$ cat src/rtl/video_pkg.sv
// video_pkg: shared pattern-mode encodings, bar colour table and pipeline latency
package video_pkg;

    typedef enum logic [1:0] {
        MODE_GRADIENT = 2'd0,
        MODE_BARS     = 2'd1,
        MODE_CHECKER  = 2'd2,
        MODE_SOLID    = 2'd3
    } mode_e;

    localparam int PG_LATENCY = 2;

    // {R,G,B} per bar, bar 0 in the low bits: white, yellow, cyan, green,
    // magenta, red, blue, black
    localparam logic [23:0] BAR_TABLE = {
        3'b000, 3'b001, 3'b100, 3'b101, 3'b010, 3'b011, 3'b110, 3'b111
    };

    function automatic logic [2:0] bar_rgb(input logic [2:0] idx);
        return BAR_TABLE[idx*3 +: 3];
    endfunction

endpackage

$ cat src/rtl/video_pos_counter.sv
// video_pos_counter: sync edge detect plus pixel/line/frame position counters
//   clk, rst_n              : pixel clock, async active-low reset
//   hsync_i/vsync_i/data_en_i : timing inputs
//   x_o                     : pixel index of the current de cycle
//   y_o, frame_o            : low 8 bits of active-line and frame counters
//   vs_rise_o               : vsync rising edge this cycle
module video_pos_counter
    import video_pkg::*;
#(
    parameter int XY_W    = 12,
    parameter int FRAME_W = 8
) (
    input  logic            clk,
    input  logic            rst_n,
    input  logic            hsync_i,
    input  logic            vsync_i,
    input  logic            data_en_i,
    output logic [XY_W-1:0] x_o,
    output logic [7:0]      y_o,
    output logic [7:0]      frame_o,
    output logic            vs_rise_o
);

    logic               hs_q, vs_q, line_act_q, line_act_d;
    logic               hs_rise, vs_rise;
    logic [XY_W-1:0]    x_q, x_d, y_q, y_d;
    logic [FRAME_W-1:0] frame_q, frame_d;

    always_comb begin
        hs_rise    = hsync_i & ~hs_q;
        vs_rise    = vsync_i & ~vs_q;
        x_d        = hs_rise ? '0 : x_q + XY_W'(data_en_i);
        line_act_d = ~hs_rise & (line_act_q | data_en_i);
        // only lines that carried active video advance y
        y_d        = vs_rise ? '0 : y_q + XY_W'(hs_rise & line_act_q);
        frame_d    = frame_q + FRAME_W'(vs_rise);
    end

    always_ff @(posedge clk or negedge rst_n) begin
        if (!rst_n) begin
            hs_q       <= 1'b0;
            vs_q       <= 1'b0;
            line_act_q <= 1'b0;
            x_q        <= '0;
            y_q        <= '0;
            frame_q    <= '0;
        end else begin
            hs_q       <= hsync_i;
            vs_q       <= vsync_i;
            line_act_q <= line_act_d;
            x_q        <= x_d;
            y_q        <= y_d;
            frame_q    <= frame_d;
        end
    end

    assign x_o       = x_q;
    assign y_o       = y_q[7:0];
    assign frame_o   = frame_q[7:0];
    assign vs_rise_o = vs_rise;

endmodule

$ cat src/rtl/pattern_gen.sv
// pattern_gen: selectable test-pattern generator with 2-cycle delay-matched syncs
//   clk, rst_n            : pixel clock, async active-low reset
//   hsync/vsync/data_en   : timing inputs
//   mode, solid_rgb       : pattern select and SOLID colour, latched on vsync rise
//   out_hs/out_vs/out_de  : timing delayed by PG_LATENCY cycles
//   out_r/out_g/out_b     : pixel colour aligned with out_de
module pattern_gen
    import video_pkg::*;
#(
    parameter int COLOR_W    = 4,
    parameter int XY_W       = 12,
    parameter int FRAME_W    = 8,
    parameter int BAR_LOG2   = 4,
    parameter int CHECK_LOG2 = 3
) (
    input  logic                 clk,
    input  logic                 rst_n,
    input  logic                 hsync,
    input  logic                 vsync,
    input  logic                 data_en,
    input  logic [1:0]           mode,
    input  logic [3*COLOR_W-1:0] solid_rgb,
    output logic                 out_hs,
    output logic                 out_vs,
    output logic                 out_de,
    output logic [COLOR_W-1:0]   out_r,
    output logic [COLOR_W-1:0]   out_g,
    output logic [COLOR_W-1:0]   out_b
);

    logic [XY_W-1:0]       x_c, x1_q, bar_pos;
    logic [7:0]            y_c, f_c, y1_q, f1_q, xs, ys;
    logic                  vs_rise, chk;
    logic [2:0]            bar_idx, bar;
    mode_e                 mode_q;
    logic [3*COLOR_W-1:0]  solid_q, rgb_d, rgb_q;
    logic [PG_LATENCY-1:0] hs_dly_q, vs_dly_q, de_dly_q;

    video_pos_counter #(
        .XY_W    (XY_W),
        .FRAME_W (FRAME_W)
    ) u_pos (
        .clk       (clk),
        .rst_n     (rst_n),
        .hsync_i   (hsync),
        .vsync_i   (vsync),
        .data_en_i (data_en),
        .x_o       (x_c),
        .y_o       (y_c),
        .frame_o   (f_c),
        .vs_rise_o (vs_rise)
    );

    // colour stage works on stage-1 position; de_dly_q[0] is stage-1 de
    always_comb begin
        xs      = x1_q[7:0] + f1_q;
        ys      = y1_q + f1_q;
        bar_pos = x1_q >> BAR_LOG2;
        bar_idx = (bar_pos > XY_W'(7)) ? 3'd7 : bar_pos[2:0];
        bar     = bar_rgb(bar_idx);
        chk     = x1_q[CHECK_LOG2] ^ y1_q[CHECK_LOG2];
        rgb_d   = !de_dly_q[0]             ? '0 :
                  mode_q == MODE_GRADIENT  ? {COLOR_W'(ys >> (8-COLOR_W)),
                                              COLOR_W'(xs >> (8-COLOR_W)),
                                              COLOR_W'(xs)} :
                  mode_q == MODE_BARS      ? {{COLOR_W{bar[2]}}, {COLOR_W{bar[1]}},
                                              {COLOR_W{bar[0]}}} :
                  mode_q == MODE_CHECKER   ? {(3*COLOR_W){chk}} :
                                             solid_q;
    end

    always_ff @(posedge clk or negedge rst_n) begin
        if (!rst_n) begin
            mode_q   <= MODE_GRADIENT;
            solid_q  <= '0;
            x1_q     <= '0;
            y1_q     <= '0;
            f1_q     <= '0;
            hs_dly_q <= '0;
            vs_dly_q <= '0;
            de_dly_q <= '0;
            rgb_q    <= '0;
        end else begin
            if (vs_rise) begin
                mode_q  <= mode_e'(mode);
                solid_q <= solid_rgb;
            end
            x1_q     <= x_c;
            y1_q     <= y_c;
            f1_q     <= f_c;
            hs_dly_q <= {hs_dly_q[PG_LATENCY-2:0], hsync};
            vs_dly_q <= {vs_dly_q[PG_LATENCY-2:0], vsync};
            de_dly_q <= {de_dly_q[PG_LATENCY-2:0], data_en};
            rgb_q    <= rgb_d;
        end
    end

    assign out_hs = hs_dly_q[PG_LATENCY-1];
    assign out_vs = vs_dly_q[PG_LATENCY-1];
    assign out_de = de_dly_q[PG_LATENCY-1];
    assign out_r  = rgb_q[3*COLOR_W-1 -: COLOR_W];
    assign out_g  = rgb_q[2*COLOR_W-1 -: COLOR_W];
    assign out_b  = rgb_q[COLOR_W-1:0];

endmodule
$ cat config.mk
export PLATFORM = sky130hd
export DESIGN_NAME = pattern_gen
export DESIGN_NICKNAME = d
export VERILOG_FILES = /design/src/rtl/video_pkg.sv /design/src/rtl/video_pos_counter.sv /design/src/rtl/pattern_gen.sv
export SDC_FILE = /design/constraint.sdc
export NUM_CORES = 1
export LEC_CHECK = 0
export CAP_MARGIN = 20
export CORE_MARGIN = 2
export CORE_UTILIZATION = 45
export CTS_CLUSTER_DIAMETER = 50
export DETAILED_ROUTE_END_ITERATION = 16
export GPL_TIMING_DRIVEN = 0
export SYNTH_ARGS = -nofsm -noshare
export SYNTH_HDL_FRONTEND = slang
export SYNTH_HIERARCHICAL = 1
export SYNTH_SLANG_ARGS = --single-unit
$ cat constraint.sdc
create_clock -name clk -period 2 [get_ports clk]
set_input_delay 0.2 -clock clk [delete_from_list [all_inputs] [get_ports clk]]
set_output_delay 0.2 -clock clk [all_outputs]
set_load 0.1 [all_outputs]
# ---- Yosys cells after proc, flatten, opt, wreduce, memory -nomap -nowiden
# Index checks and enable logic that the tools add are counted.
dict set report op_classes {
  bitwise_logic 9
  order_cmp 1
  n_reduce_logical 1
  n_mux 7
  n_eq_ne 2
  add_sub_neg 5
  mul 1
  n_div 0
  shifts 1
}
# operator n
set ops {}
lappend ops {{$mux 12} 6}
lappend ops {{$shiftx 24x6->3 const A} 1}
lappend ops {{$add 8x8->8} 2}
lappend ops {{$add 12x1->12} 1}
lappend ops {{$add 12x12->12} 1}
lappend ops {{$add 8x1->8} 1}
lappend ops {{$gt 8x3->1 const B} 1}
lappend ops {{$mul 3x2->5 const B} 1}
lappend ops {{$and 1x1->1} 4}
lappend ops {{$mux 3} 1}
lappend ops {{$not 1->1} 3}
lappend ops {{$eq 2x1->1 const B} 1}
lappend ops {{$eq 2x2->1 const B} 1}
lappend ops {{$logic_not 2->1} 1}
lappend ops {{$or 1x1->1} 1}
lappend ops {{$xor 1x1->1} 1}
dict set report totals {
  out_inout_bits 15
  mem_count 0
  romBits 0
  latchBits 0
  word_cells 42
  input_bits 19
  reg_bits 95
  ramBits 0
}

# ---- Longest topological paths before layout
# Gate-level depths: netlist of run 1.
dict set report depth {
  ltp_word 7
  ltp_mapped 7
  ltp_nobuf 7
}

# ---- Cells and area by module
# Netlist of run 1, hierarchy kept.
# module cells_each area_each_um2 n_inst seq_area_each_um2
set modules_own_cells {}
lappend modules_own_cells {pattern_gen 197 2558.7 1 1501.4}
lappend modules_own_cells {video_pos_counter 119 1347.5 1 775.7}

# ---- Least setup slack after synthesis of run 1
# OpenSTA, ideal clock, no wires.
dict set report synth_path {
  path_kind {register -> register}
  start {reg f1_q[0]}
  end {reg rgb_q[6]}
  path_slack_ps 162
  path_buffers 0
  t_required_ps 1905
  arrival_time_ps 1742
  stages_incl_launch_ff 8
  synth_period_minus_slack_ps 1838
  setup_time_ps 95
  cell_sequence {dfrtp_1 ha_1 fa_1 a211o_1 o211ai_1 a311o_1 o2111ai_1 o31ai_1}
}
dict set report synth_via {
  elab_chain_cells 3
}
# item line
set synth_rtl {}
lappend synth_rtl {{from (decl)} pattern_gen.sv:32} ;# logic [7:0] y_c, f_c, y1_q, f1_q, xs, ys;
lappend synth_rtl {{from (signal assigned)} pattern_gen.sv:78} ;# f1_q <= '0;
lappend synth_rtl {{from (signal assigned)} pattern_gen.sv:90} ;# f1_q <= f_c;
lappend synth_rtl {{$add 8x8->8} pattern_gen.sv:56} ;# xs = x1_q[7:0] + f1_q;
lappend synth_rtl {{$mux 12} pattern_gen.sv:63} ;# mode_q == MODE_GRADIENT ? {COLOR_W'(ys >> (8-COLOR_W)),
lappend synth_rtl {{$mux 12} pattern_gen.sv:62} ;# rgb_d = !de_dly_q[0] ? '0 :
lappend synth_rtl {{net rgb_d[6]} pattern_gen.sv:36} ;# logic [3*COLOR_W-1:0] solid_q, rgb_d, rgb_q;
lappend synth_rtl {{to (signal assigned)} pattern_gen.sv:94} ;# rgb_q <= rgb_d;
lappend synth_rtl {{to (decl)} pattern_gen.sv:36}
# The timed path passes the listed nets, and every way through them passes these cells.
# A chain may end at the register's enable or synchronous reset.

# ---- Worst setup path after layout of run 1
# Same ends and word-level chain as after synthesis.

==> flow_summary.yaml, run 1 <==
clock_network:
  cts_num_sinks: 91
  cts.reportedPaths.clkPinSlew_ps: 90
  htreeDepth: 3
  clk_latency_ps: 350
  cts_buffer_depth: 2
  cts_buffers: 9
  root_buffer: "clkbuf_8"
  tritoncts: "built"
placement:
  routabilityCongestion: 0.8188
  dp_worst_setup_slack_ps: -661.2
  dp_cells: 455
  port_buffers: 33
  placed_cell_area_um2: 4393
  dpl.hpwl_mm: 5.265
pwr:
  p_seq_share_pct: 48.3
  power_leakage_nw: 2.118
  p_sw_share_pct: 36.06
  combPwrFrac_pct: 30.2
  p_sw_mw: 1.739
  powerDensity_nw_per_um2: 1048
  irDropWorstVdd_mv: 0.4231
  pwr-share-clk_pct: 21.5
  power_mw: 4.823
  internal_power_mw: 3.084
timing:
  finalMaxSlewViolations: 0
  fin_ws_ps: 33.42
  hold-worst-slack_ps: 281.6
  tns_ps: 0
  rsz0062_at_grt: "yes"
  setup-violations-final: 0
  max_slew.worst_pin.slew_ps: 957.1
  skew_ps: 11.68
  period_share_pct: 98.33
  max_freq_mhz: 508.5
  relSlewSlack_pct: 36.45
  hold_viol_final: 0
  fin_crit_ps: 1967
status:
  status: "completed"
die:
  die_area_um2: 9442
  floorplan.initialDensity_pct: 47.07
  die_w_um: 97.17
  die_h_um: 97.17
  core_area_um2: 8299
  row_count: 33
  pin_count: 34
logic_synthesis:
  synth_ff_type: "dfrtp_1"
  syn_area_um2: 3906
  syn_nets: 355
  synth_cell_types: 53
  syn_inst: 316
  syn_area_per_cell_um2: 12.36
  synthArstFlopShare_pct: 100.0
  synth_edf_count: 0
  yosys_warnings: 6
  synth_seq_cells: 91
  yosysSeqAreaShare_pct: 58.30
finish:
  area.growth.synth_to_final_pct: 17.78
  final_cell_mix: "91 x dfrtp_1, 22 x nor2_1, 18 x ha_1"
  multi_input_area_um2: 1603
  regArea_um2: 2277
  layout-drive-gt1-share_pct: 14.67
  fin_cells: 473
  layout.cells.most_common: "dfrtp_1"
  fin_area_um2: 4601
  fin_nets: 404
  finish.utilization_pct: 55.43
  antenna_cells: 0
  n_fill_cell: 736
global_route:
  grt_use_total_pct: 16.52
  grt_max_degree: 68
  antenna_found_initial: 0
  gr-total-overflow: 0
  grt_pass1_wl_mm: 12.58
  grt_pass1_vias: 2534
routing:
  drtIter0Drc: 131
  ant_nets: 0
  firstDrtPassIters: 4
  via_per_inst: 5.510
  num_vias: 2606
  drt_wl_total_mm: 7.370
  wl_per_cell_um: 15.58
  drc: 0
critical_path:
  critPathCaptureType: "register"
  setup.worst_path.start_class: "register"
  crit_arrival_ps: 2230
  cp_max_fo: 3
  cp_data_required_time_ps: 2270
  r2r.worst_path.cells: 7
  crit_type: "register to register"
run:
  cap_violations: 0
min_path:
  min_path_type: "input pin to async pin"
[worst paths after layout]
kind | startpoint | to | slack (ps)
max | f1_q[0] | rgb_q[6] | 30
max reg2reg | f1_q[0] | rgb_q[6] | 30
max in group asynchronous | rst_n | u_pos/x_o[6] | 1090
min | rst_n | solid_q[9] | 280
min in group clk | vsync | vs_dly_q[0] | 340
min reg2reg | vs_dly_q[0] | vs_dly_q[1] | 350
[power groups by stage]
| stage | clock, mW | sequential [mW] | combinational (mW) |
|---|---|---|---|
| after floorplan | 0 | 2.71 | 0.627 |
| after detailed placement | 0 | 2.37 | 1.40 |
| after global routing | 1.17 | 2.37 | 1.58 |
| after CTS | 1.07 | 2.33 | 1.38 |
| final | 1.03 | 2.33 | 1.46 |
| after global placement | 0 | 2.37 | 1.37 |
[logic make-up after synthesis]
family,after synthesis,synth area share [%]
adder cells (fa/ha/maj),20,6.598
multiplexers,13,3.748
AND/OR/NAND/NOR,93,13.00
buffers and inverters,11,1.697
flip-flops,91,58.30
XOR/XNOR,18,4.036
AO/OA/AOI/OAI,70,12.62
[worst max-delay path: stages, from the launching register on]
cell       delay, ps
dfrtp_1          430
ha_4             190
fa_2             400
a211o_1          270
o211ai_1         160
a311o_1          250
o2111ai_2        110
o31ai_1           90
[cell usage after synthesis (3+ instances only)]
cell / number / share of area (%)
xnor2_1: 9 / 2.0
nand3_1: 15 / 1.9
nor4_1: 3 / 0.48
mux2_2: 13 / 3.7
a21o_1: 4 / 0.77
nor2b_1: 6 / 0.96
and2_1: 4 / 0.64
o21ai_0: 16 / 2.1
dfrtp_1: 91 / 58
nor3_1: 5 / 0.64
xor2_1: 9 / 2.0
a211oi_1: 3 / 0.58
o21ai_1: 4 / 0.51
clkbuf_1: 4 / 0.38
ha_1: 19 / 6.1
a21oi_1: 15 / 1.9
or3_1: 6 / 0.96
nor2_1: 22 / 2.1
nand2_1: 14 / 1.3
or4_1: 6 / 1.2
o31ai_1: 6 / 1.2
[flip-flops by register name, summed over array words and instances (netlist names), 8 cells and up]
name	cells
rgb_q	12
solid_q	12
u_pos/x_o	12
x1_q	12
f1_q	8
u_pos/frame_o	8
u_pos/y_q	8
y1_q	8
[layer usage]
| metal | vias to the layer above | GRT usage, % | part of all wire (%) |
|---|---|---|---|
| met1 | 1277 | 22.46 | 47 |
| met2 | 66 | 26.12 | 48 |
| met4 | 0 | 6.392 | 1.4 |
| met3 | 8 | 3.453 | 3.7 |
| li1 | 1255 | - | - |
| met5 | - | 0 | 0 |
[final cells by class]
class                           instances  area share, %
Clock buffer                           11          2.856
Clock inverter                          3         0.3807
Sequential cell                        91          49.50
Timing Repair Buffer                   39          8.186
Buffer                                  6          1.061
Multi-Input combinational cell        214          34.84
Inverter                                4         0.3264
Tap cell                              105          2.856
[what timing repair did]
item,4_1_cts,5_1_grt
hold buffers,1,0
gates resized for setup,18,6
setup buffers,0,4
endpoints found under the hold margin,24,0
setup endpoints to repair,25,4
pin swaps,1,6
Note: power is estimated with default switching activity, not from simulation.
==> inputs of run 2 (changes only) <==
--- a/config.mk
+++ b/config.mk
@@ -11,6 +11,7 @@
 export CTS_CLUSTER_DIAMETER = 50
 export DETAILED_ROUTE_END_ITERATION = 16
 export GPL_TIMING_DRIVEN = 0
+export SLEW_MARGIN = 0
 export SYNTH_ARGS = -nofsm -noshare
 export SYNTH_HDL_FRONTEND = slang
 export SYNTH_HIERARCHICAL = 1
==> results of run 2 <==
Same layout as run 1: the final DEF is identical, and so are final timing and power.
